$ cat src/rtl/zbt_port_arbiter_if.sv
// Bus bundle between the ZBT port arbiter, the NTSC capture path, the display
// reader and the ZBT SRAM. The arbiter uses the slave modport, the
// environment uses the master modport.
// Optional: ZBT_ARB_STATS_EN adds the drop_count statistic.
interface zbt_port_arbiter_if;
    logic        ntsc_we;
    logic [18:0] ntsc_addr;
    logic [35:0] ntsc_data;
    logic        disp_req;
    logic [18:0] disp_addr;
    logic        disp_ready;
    logic [35:0] disp_data;
    logic        disp_valid;
    logic [18:0] ram_addr;
    logic        ram_we_b;
    logic [35:0] ram_wdata;
    logic [35:0] ram_rdata;
    logic        ntsc_overflow;
`ifdef ZBT_ARB_STATS_EN
    logic [15:0] drop_count;
`endif

    modport slave (
`ifdef ZBT_ARB_STATS_EN
        output drop_count,
`endif
        input  ntsc_we, ntsc_addr, ntsc_data, disp_req, disp_addr, ram_rdata,
        output disp_ready, disp_data, disp_valid, ram_addr, ram_we_b, ram_wdata,
        output ntsc_overflow
    );

    modport master (
`ifdef ZBT_ARB_STATS_EN
        input  drop_count,
`endif
        output ntsc_we, ntsc_addr, ntsc_data, disp_req, disp_addr, ram_rdata,
        input  disp_ready, disp_data, disp_valid, ram_addr, ram_we_b, ram_wdata,
        input  ntsc_overflow
    );
endinterface

$ cat src/rtl/zbt_port_arbiter.sv
// ZBT SRAM port arbiter: shares one pipelined ZBT port between buffered NTSC
// writes and display reads. Reads win unless a pending write has been
// deferred STARVE_LIMIT times, in which case the write is forced.
// Optional: define ZBT_ARB_STATS_EN to add the saturating drop_count output.
module zbt_port_arbiter #(
    parameter int unsigned FIFO_DEPTH   = 4,
    parameter int unsigned STARVE_LIMIT = 8
) (
    input logic               clk,
    input logic               reset,
    zbt_port_arbiter_if.slave bus
);
    localparam int unsigned PTR_W = $clog2(FIFO_DEPTH);
    localparam int unsigned CNT_W = PTR_W + 1;
    localparam int unsigned DEF_W = $clog2(STARVE_LIMIT + 1);

    typedef enum logic [1:0] {SlotIdle, SlotRead, SlotWrite} slot_e;

    // Write buffer
    logic [18:0]      fifo_addr_q [FIFO_DEPTH];
    logic [35:0]      fifo_data_q [FIFO_DEPTH];
    logic [PTR_W-1:0] wr_ptr_q;
    logic [PTR_W-1:0] rd_ptr_q;
    logic [CNT_W-1:0] count_q;
    logic [DEF_W-1:0] defer_cnt_q;

    // Write-data and read-return pipelines matching ZBT latency
    logic        wv1_q, wv2_q;
    logic [35:0] wd1_q, wd2_q;
    logic        rv1_q, rv2_q;

    slot_e slot;
    logic  fifo_empty;
    logic  fifo_full;
    logic  force_write;
    logic  push;
    logic  pop;
    logic  drop;

    // Slot decision and FIFO push/pop qualification for the current cycle
    always_comb begin
        fifo_empty  = (count_q == '0);
        fifo_full   = (count_q == CNT_W'(FIFO_DEPTH));
        force_write = !fifo_empty && (defer_cnt_q == DEF_W'(STARVE_LIMIT));
        if (reset) begin
            slot = SlotIdle;
        end else if (force_write) begin
            slot = SlotWrite;
        end else if (bus.disp_req) begin
            slot = SlotRead;
        end else if (!fifo_empty) begin
            slot = SlotWrite;
        end else begin
            slot = SlotIdle;
        end
        pop  = (slot == SlotWrite);
        // A full FIFO still accepts a push when the head leaves this cycle
        push = bus.ntsc_we && !reset && (!fifo_full || pop);
        drop = bus.ntsc_we && !reset && fifo_full && !pop;
    end

    assign bus.disp_ready = (slot == SlotRead);

    // FIFO storage; contents need no reset since count_q gates validity
    always_ff @(posedge clk) begin
        if (push) begin
            fifo_addr_q[wr_ptr_q] <= bus.ntsc_addr;
            fifo_data_q[wr_ptr_q] <= bus.ntsc_data;
        end
    end

    // FIFO pointers, occupancy, starvation counter and overflow flag
    always_ff @(posedge clk) begin
        if (reset) begin
            wr_ptr_q          <= '0;
            rd_ptr_q          <= '0;
            count_q           <= '0;
            defer_cnt_q       <= '0;
            bus.ntsc_overflow <= 1'b0;
        end else begin
            if (push) begin
                wr_ptr_q <= wr_ptr_q + PTR_W'(1);
            end
            if (pop) begin
                rd_ptr_q <= rd_ptr_q + PTR_W'(1);
            end
            if (push && !pop) begin
                count_q <= count_q + CNT_W'(1);
            end else if (pop && !push) begin
                count_q <= count_q - CNT_W'(1);
            end
            if (slot == SlotWrite) begin
                defer_cnt_q <= '0;
            end else if (slot == SlotRead && !fifo_empty &&
                         defer_cnt_q != DEF_W'(STARVE_LIMIT)) begin
                defer_cnt_q <= defer_cnt_q + DEF_W'(1);
            end
            if (drop) begin
                bus.ntsc_overflow <= 1'b1;
            end
        end
    end

    // Registered ZBT address/control; IDLE slots keep the last address
    always_ff @(posedge clk) begin
        if (reset) begin
            bus.ram_addr <= '0;
            bus.ram_we_b <= 1'b1;
        end else begin
            unique case (slot)
                SlotRead: begin
                    bus.ram_addr <= bus.disp_addr;
                    bus.ram_we_b <= 1'b1;
                end
                SlotWrite: begin
                    bus.ram_addr <= fifo_addr_q[rd_ptr_q];
                    bus.ram_we_b <= 1'b0;
                end
                default: begin
                    bus.ram_we_b <= 1'b1;
                end
            endcase
        end
    end

    // Write data lags its address cycle by two clocks
    always_ff @(posedge clk) begin
        if (reset) begin
            wv1_q         <= 1'b0;
            wv2_q         <= 1'b0;
            wd1_q         <= '0;
            wd2_q         <= '0;
            bus.ram_wdata <= '0;
        end else begin
            wv1_q <= pop;
            wd1_q <= fifo_data_q[rd_ptr_q];
            wv2_q <= wv1_q;
            wd2_q <= wd1_q;
            if (wv2_q) begin
                bus.ram_wdata <= wd2_q;
            end
        end
    end

    // Read return: valid three cycles after acceptance, data latched from ZBT
    always_ff @(posedge clk) begin
        if (reset) begin
            rv1_q          <= 1'b0;
            rv2_q          <= 1'b0;
            bus.disp_valid <= 1'b0;
            bus.disp_data  <= '0;
        end else begin
            rv1_q          <= (slot == SlotRead);
            rv2_q          <= rv1_q;
            bus.disp_valid <= rv2_q;
            if (rv2_q) begin
                bus.disp_data <= bus.ram_rdata;
            end
        end
    end

`ifdef ZBT_ARB_STATS_EN
    logic [15:0] drop_count_q;

    // Saturating count of dropped write strobes
    always_ff @(posedge clk) begin
        if (reset) begin
            drop_count_q <= '0;
        end else if (drop && drop_count_q != 16'hFFFF) begin
            drop_count_q <= drop_count_q + 16'd1;
        end
    end

    assign bus.drop_count = drop_count_q;
`endif

endmodule

$ cat src/flat_wrapper.sv
// flat-port wrapper written by rule: the top's interface ports become plain ports
module zbt_port_arbiter_flat 
#(
    parameter int unsigned FIFO_DEPTH   = 4,
    parameter int unsigned STARVE_LIMIT = 8
)
  (clk, reset, bus_ntsc_we, bus_ntsc_addr, bus_ntsc_data, bus_disp_req, bus_disp_addr, bus_ram_rdata, bus_disp_ready, bus_disp_data, bus_disp_valid, bus_ram_addr, bus_ram_we_b, bus_ram_wdata, bus_ntsc_overflow);
  zbt_port_arbiter_if bus_i ();
  input logic clk;
  input logic reset;
  input wire logic [$bits(bus_i.ntsc_we)-1:0] bus_ntsc_we;
  input wire logic [$bits(bus_i.ntsc_addr)-1:0] bus_ntsc_addr;
  input wire logic [$bits(bus_i.ntsc_data)-1:0] bus_ntsc_data;
  input wire logic [$bits(bus_i.disp_req)-1:0] bus_disp_req;
  input wire logic [$bits(bus_i.disp_addr)-1:0] bus_disp_addr;
  input wire logic [$bits(bus_i.ram_rdata)-1:0] bus_ram_rdata;
  output wire logic [$bits(bus_i.disp_ready)-1:0] bus_disp_ready;
  output wire logic [$bits(bus_i.disp_data)-1:0] bus_disp_data;
  output wire logic [$bits(bus_i.disp_valid)-1:0] bus_disp_valid;
  output wire logic [$bits(bus_i.ram_addr)-1:0] bus_ram_addr;
  output wire logic [$bits(bus_i.ram_we_b)-1:0] bus_ram_we_b;
  output wire logic [$bits(bus_i.ram_wdata)-1:0] bus_ram_wdata;
  output wire logic [$bits(bus_i.ntsc_overflow)-1:0] bus_ntsc_overflow;
  assign bus_i.ntsc_we = bus_ntsc_we;
  assign bus_i.ntsc_addr = bus_ntsc_addr;
  assign bus_i.ntsc_data = bus_ntsc_data;
  assign bus_i.disp_req = bus_disp_req;
  assign bus_i.disp_addr = bus_disp_addr;
  assign bus_i.ram_rdata = bus_ram_rdata;
  assign bus_disp_ready = bus_i.disp_ready;
  assign bus_disp_data = bus_i.disp_data;
  assign bus_disp_valid = bus_i.disp_valid;
  assign bus_ram_addr = bus_i.ram_addr;
  assign bus_ram_we_b = bus_i.ram_we_b;
  assign bus_ram_wdata = bus_i.ram_wdata;
  assign bus_ntsc_overflow = bus_i.ntsc_overflow;
  zbt_port_arbiter #(.FIFO_DEPTH(FIFO_DEPTH), .STARVE_LIMIT(STARVE_LIMIT)) u_core (.clk(clk), .reset(reset), .bus(bus_i));
endmodule
$ cat config.mk
export PLATFORM = sky130hd
export DESIGN_NAME = zbt_port_arbiter_flat
export DESIGN_NICKNAME = d
export VERILOG_FILES = /design/src/rtl/zbt_port_arbiter_if.sv /design/src/rtl/zbt_port_arbiter.sv /design/src/flat_wrapper.sv
export SDC_FILE = /design/constraint.sdc
export NUM_CORES = 1
export LEC_CHECK = 0
export BUFFER_PORTS_ARGS = -buffer_cell sky130_fd_sc_hd__buf_4
export CORE_ASPECT_RATIO = 1.2
export CORE_UTILIZATION = 48
export CTS_CLUSTER_DIAMETER = 100
export DETAILED_ROUTE_END_ITERATION = 7
export GPL_TIMING_DRIVEN = 0
export MAX_ROUTING_LAYER = met4
export PLACE_DENSITY = 0.76
export SYNTH_ARGS = -nofsm -noshare
export SYNTH_HDL_FRONTEND = slang
export SYNTH_SLANG_ARGS = --single-unit
$ cat constraint.sdc
create_clock -name clk -period 4.9 [get_ports clk]
set_clock_uncertainty 0.15 [all_clocks]
set_input_delay 0.98 -clock clk [delete_from_list [all_inputs] [get_ports clk]]
set_output_delay 0.98 -clock clk [all_outputs]
set_load 0.01 [all_outputs]
==> impl_results.md <==
* Total leakage power at around 6.4 nW
* Clock insertion delay at the later pin of the skew report at roughly 0.5 ns
* Clock transition time at the flip-flop clock pins of the worst setup and hold paths at roughly 0.060 ns
* Post-synthesis cell area at between 10,000 and 15,000 µm²
* Number of different library cells in the post-synthesis netlist at 37
* I/O pin cnt at ~210
* Vias in the first global route at between 7k and 8k
* Largest net degree at the start of global routing at between 50 and 60
* Number of clock buffers inserted by TritonCTS at 38
* Worst Setup End Kind: register
* Final GP Congestion at about 0.76
* Overflow left after global routing at 0
* Critical path's slowest cell: clkbuf_1
* First-pass iteration count of the detailed router at 4
* Cell occurring most often along the worst timing path: inv_1
* Share of synthesized cell area in and, or, nand and nor gates at approximately 7%
* WP data arrival at just over 4 ns
* Final worst slack at between 1 and 1.5 ns
* Worst path max stage delay at approximately 0.52 ns
* Run status: finished clean
* Slew at the pin closest to its max-slew limit at ~0.90 ns
* Worst-case headroom to the max-slew limit at between 40 and 50%
* Floorplan die area at around 30,000 µm²
* Predominant post-synthesis flop cell: edfxtp_1
* Critical-path cell list: buf_2 -> buf_2 -> a211o_1 -> inv_1 -> ha_1 -> buf_6 -> inv_1 -> clkbuf_1 -> ha_1 -> inv_1 -> fa_1 -> xor2_1 -> or3_1 -> a21oi_1
* Yosys top cell area share at around 46%
* Cell accounting for the most synthesized area: edfxtp_1
* Hpwl dp at between 15,000 and 20,000 µm
* Final Core Density at 60.5%
* Height of the die at about 190 µm
* Width of the die at about 160 µm
* Avg Cell Area, Syn at 15.6 µm²
* Critical Path Source Type: input pin
* EDFF count, synth at 220
* Max Slew Vio Count at 0
* Count of state elements after synthesis at 403
* Async SR Flop Fraction at 0%
* Min Tclk post-route at 3.86 ns
* Largest family of logic cells by synthesized area: multiplexers
* Number of antenna violations at the first check in global routing at 0
* Fraction of final layout cells with drive strength greater than 1 at about 28%
* Post-route DRC violation count at 0
* Part of the Yosys area used for sequential elements at 72.1%
* CTS H-tree depth at 2
* Setup-failing EPs final at 0
* Vias/cell at around 5
* Total non-filler cell area in the finished layout at approximately 18,000 µm²
* Post-layout net count at 1,287
* Cts hold-fix bufs at 0
* Core area at a little under 30,000 µm²
* Most area-consuming cells after synthesis: edfxtp_1 (46%), dfxtp_1 (26%), mux2i_1 (7.9%)
* Unrepaired setup endpoints after global routing: false
* First-pass GRT wire length at approximately 43,000 µm
* Compound-gate portion of the synthesized area at between 3 and 4%
* Port Buffers at 207
* Final Hold Violating Endpoints at 0
* Pwr/cell area at approximately 420 nW/µm²
* Placement Setup Slack at 0.521 ns
* Routed length per instance at approximately 18 µm
* Post-Place Cell Area at 16,300 µm²
* Post_cts resized at 0
* Period utilization at between 70% and 80%
* Post-synthesis mux area share at between 10% and 20%
* Setup TNS after final layout at 0 ns
* Post-Synth Adder-Cell Area at less than 1%
* Number of routed nets with antenna violations at 0
* Worst-case clock buffer depth at 3
* Total vias in the final route at about 8k
* Synthesized netlist net count at 1,040
* Number of cell rows at a little under 70
* XOR/XNOR Fraction of Synth Area at less than 1%
* WL final at around 28,000 µm
* Critical path type: in2reg
* Highest achievable clock rate at 0.259 GHz
* Required time at the worst-slack endpoint at about 5.2 ns
* Crit path max fanout at 10
* Post-CTS repair timing setup buffer count at 0
* Antenna diode instance count at 0
* Clock Tree Root: clkbuf_16
* Tightest Hold Check Type: reg2reg
* Violation count after the first detailed-route iteration at between 300 and 400
* Cells after synthesis at around 920
* Signed area change from the synthesized netlist to the final layout at 23.1%
* Peak VDD IR at 0.236 mV
* Total number of clock tree sinks at a little over 400
* TritonCTS clock tree: yes
* Initial cell density of the core at between 40% and 50%
* Yosys Warn Count at 0
* Overall track demand over capacity in global routing at 18.8%
* Maximum Capacitance Violations at 0
## flip-flops by register name (all words and copies together), names as in the netlist, 2 cells and up, named ones only
name                  cells
u_core.bus.disp_data     36
u_core.bus.ram_addr      19
u_core.bus.ram_wdata     36
u_core.count_q            3
u_core.defer_cnt_q        4
u_core.fifo_addr_q       76
u_core.fifo_data_q      144
u_core.rd_ptr_q           2
u_core.wd1_q             36
u_core.wd2_q             36
u_core.wr_ptr_q           2
## power by group
part	leakage [nW]	switching (W)	internal, W
sequential	3.49	0.0000591	0.00373
combinational	2.29	0.000341	0.000333
clock	0.617	0.00115	0.00170
total	6.40	0.00155	0.00577
## cells in the mapped netlist (all sizes together) (4+ instances only)
cell,number
inv,29
dfxtp,183
a21oi,21
edfxtp,220
buf,32
and3,4
o31a,19
mux4,36
nor2,99
o2bb2ai,19
nand2,6
clkbuf,19
mux2i,113
nor2b,78
ha,9
## routing by layer
layer	GRT usage (%)	part of all wire, %
met1	22.3	41
met2	32.6	51
met3	3.15	5.2
met4	6.66	3.0
met5	-	0
## through the flow
step,power (W),std cells,hold WS (ns)
2_1_floorplan,0.00427,916,0.264
3_3_place_gp,0.00453,1508,0.267
3_5_place_dp,0.00454,1508,0.270
4_1_cts,0.00738,1576,0.279
5_1_grt,0.00759,1576,0.298
6_report,0.00731,1576,0.280
## cells in the final DEF (no fill, tap or decap), drive strengths merged, types with 2 or more instances in the layout
cell / n
nand2b: 2
a21oi: 21
nor2: 99
or3: 2
xor2: 3
and3: 4
nand2: 6
nor2b: 78
o21ai: 3
o31ai: 3
buf: 239
mux2i: 113
dfxtp: 183
edfxtp: 220
inv: 30
mux4: 36
clkinv: 5
ha: 9
nand3: 3
clkbuf: 80
o31a: 19
o2bb2ai: 19
nand3b: 2
## worst max-delay path, delay by kind of cell
kind,cells,cell delay [ns]
AO/OA/AOI/OAI,2,0.29
XOR/XNOR,1,0.17
AND/OR/NAND/NOR,1,0.30
adder cells (fa/ha/maj),3,0.91
buffers and inverters,7,1.47
## layout make-up
cell class,count,area [µm²]
inverter,29,109
clock inverter,7,57.6
clock buffer,61,1180
multi-input combinational,433,3650
tap,385,482
fill,2204,11500
timing repair buffer,207,1550
buffer,51,240
sequential,403,10300
## kinds of logic after synthesis
family                   count (synthesis)
AND/OR/NAND/NOR                        200
adder cells (fa/ha/maj)                 10
multiplexers                           149
AO/OA/AOI/OAI                           70
buffers and inverters                   80
flip-flops                             403
XOR/XNOR                                 4
## worst paths after layout
path | startpoint | to | slack [ns] | cells after the start
setup reg to reg | u_core.defer_cnt_q[0] | u_core.count_q[2] | 1.31 | 15
hold / removal | u_core.wd1_q[27] | u_core.wd2_q[27] | 0.28 | 1
setup / recovery | reset | u_core.count_q[2] | 1.04 | 14
hold reg to reg | u_core.wd1_q[27] | u_core.wd2_q[27] | 0.28 | 1
No activity file was read; power rests on OpenSTA's default activity.
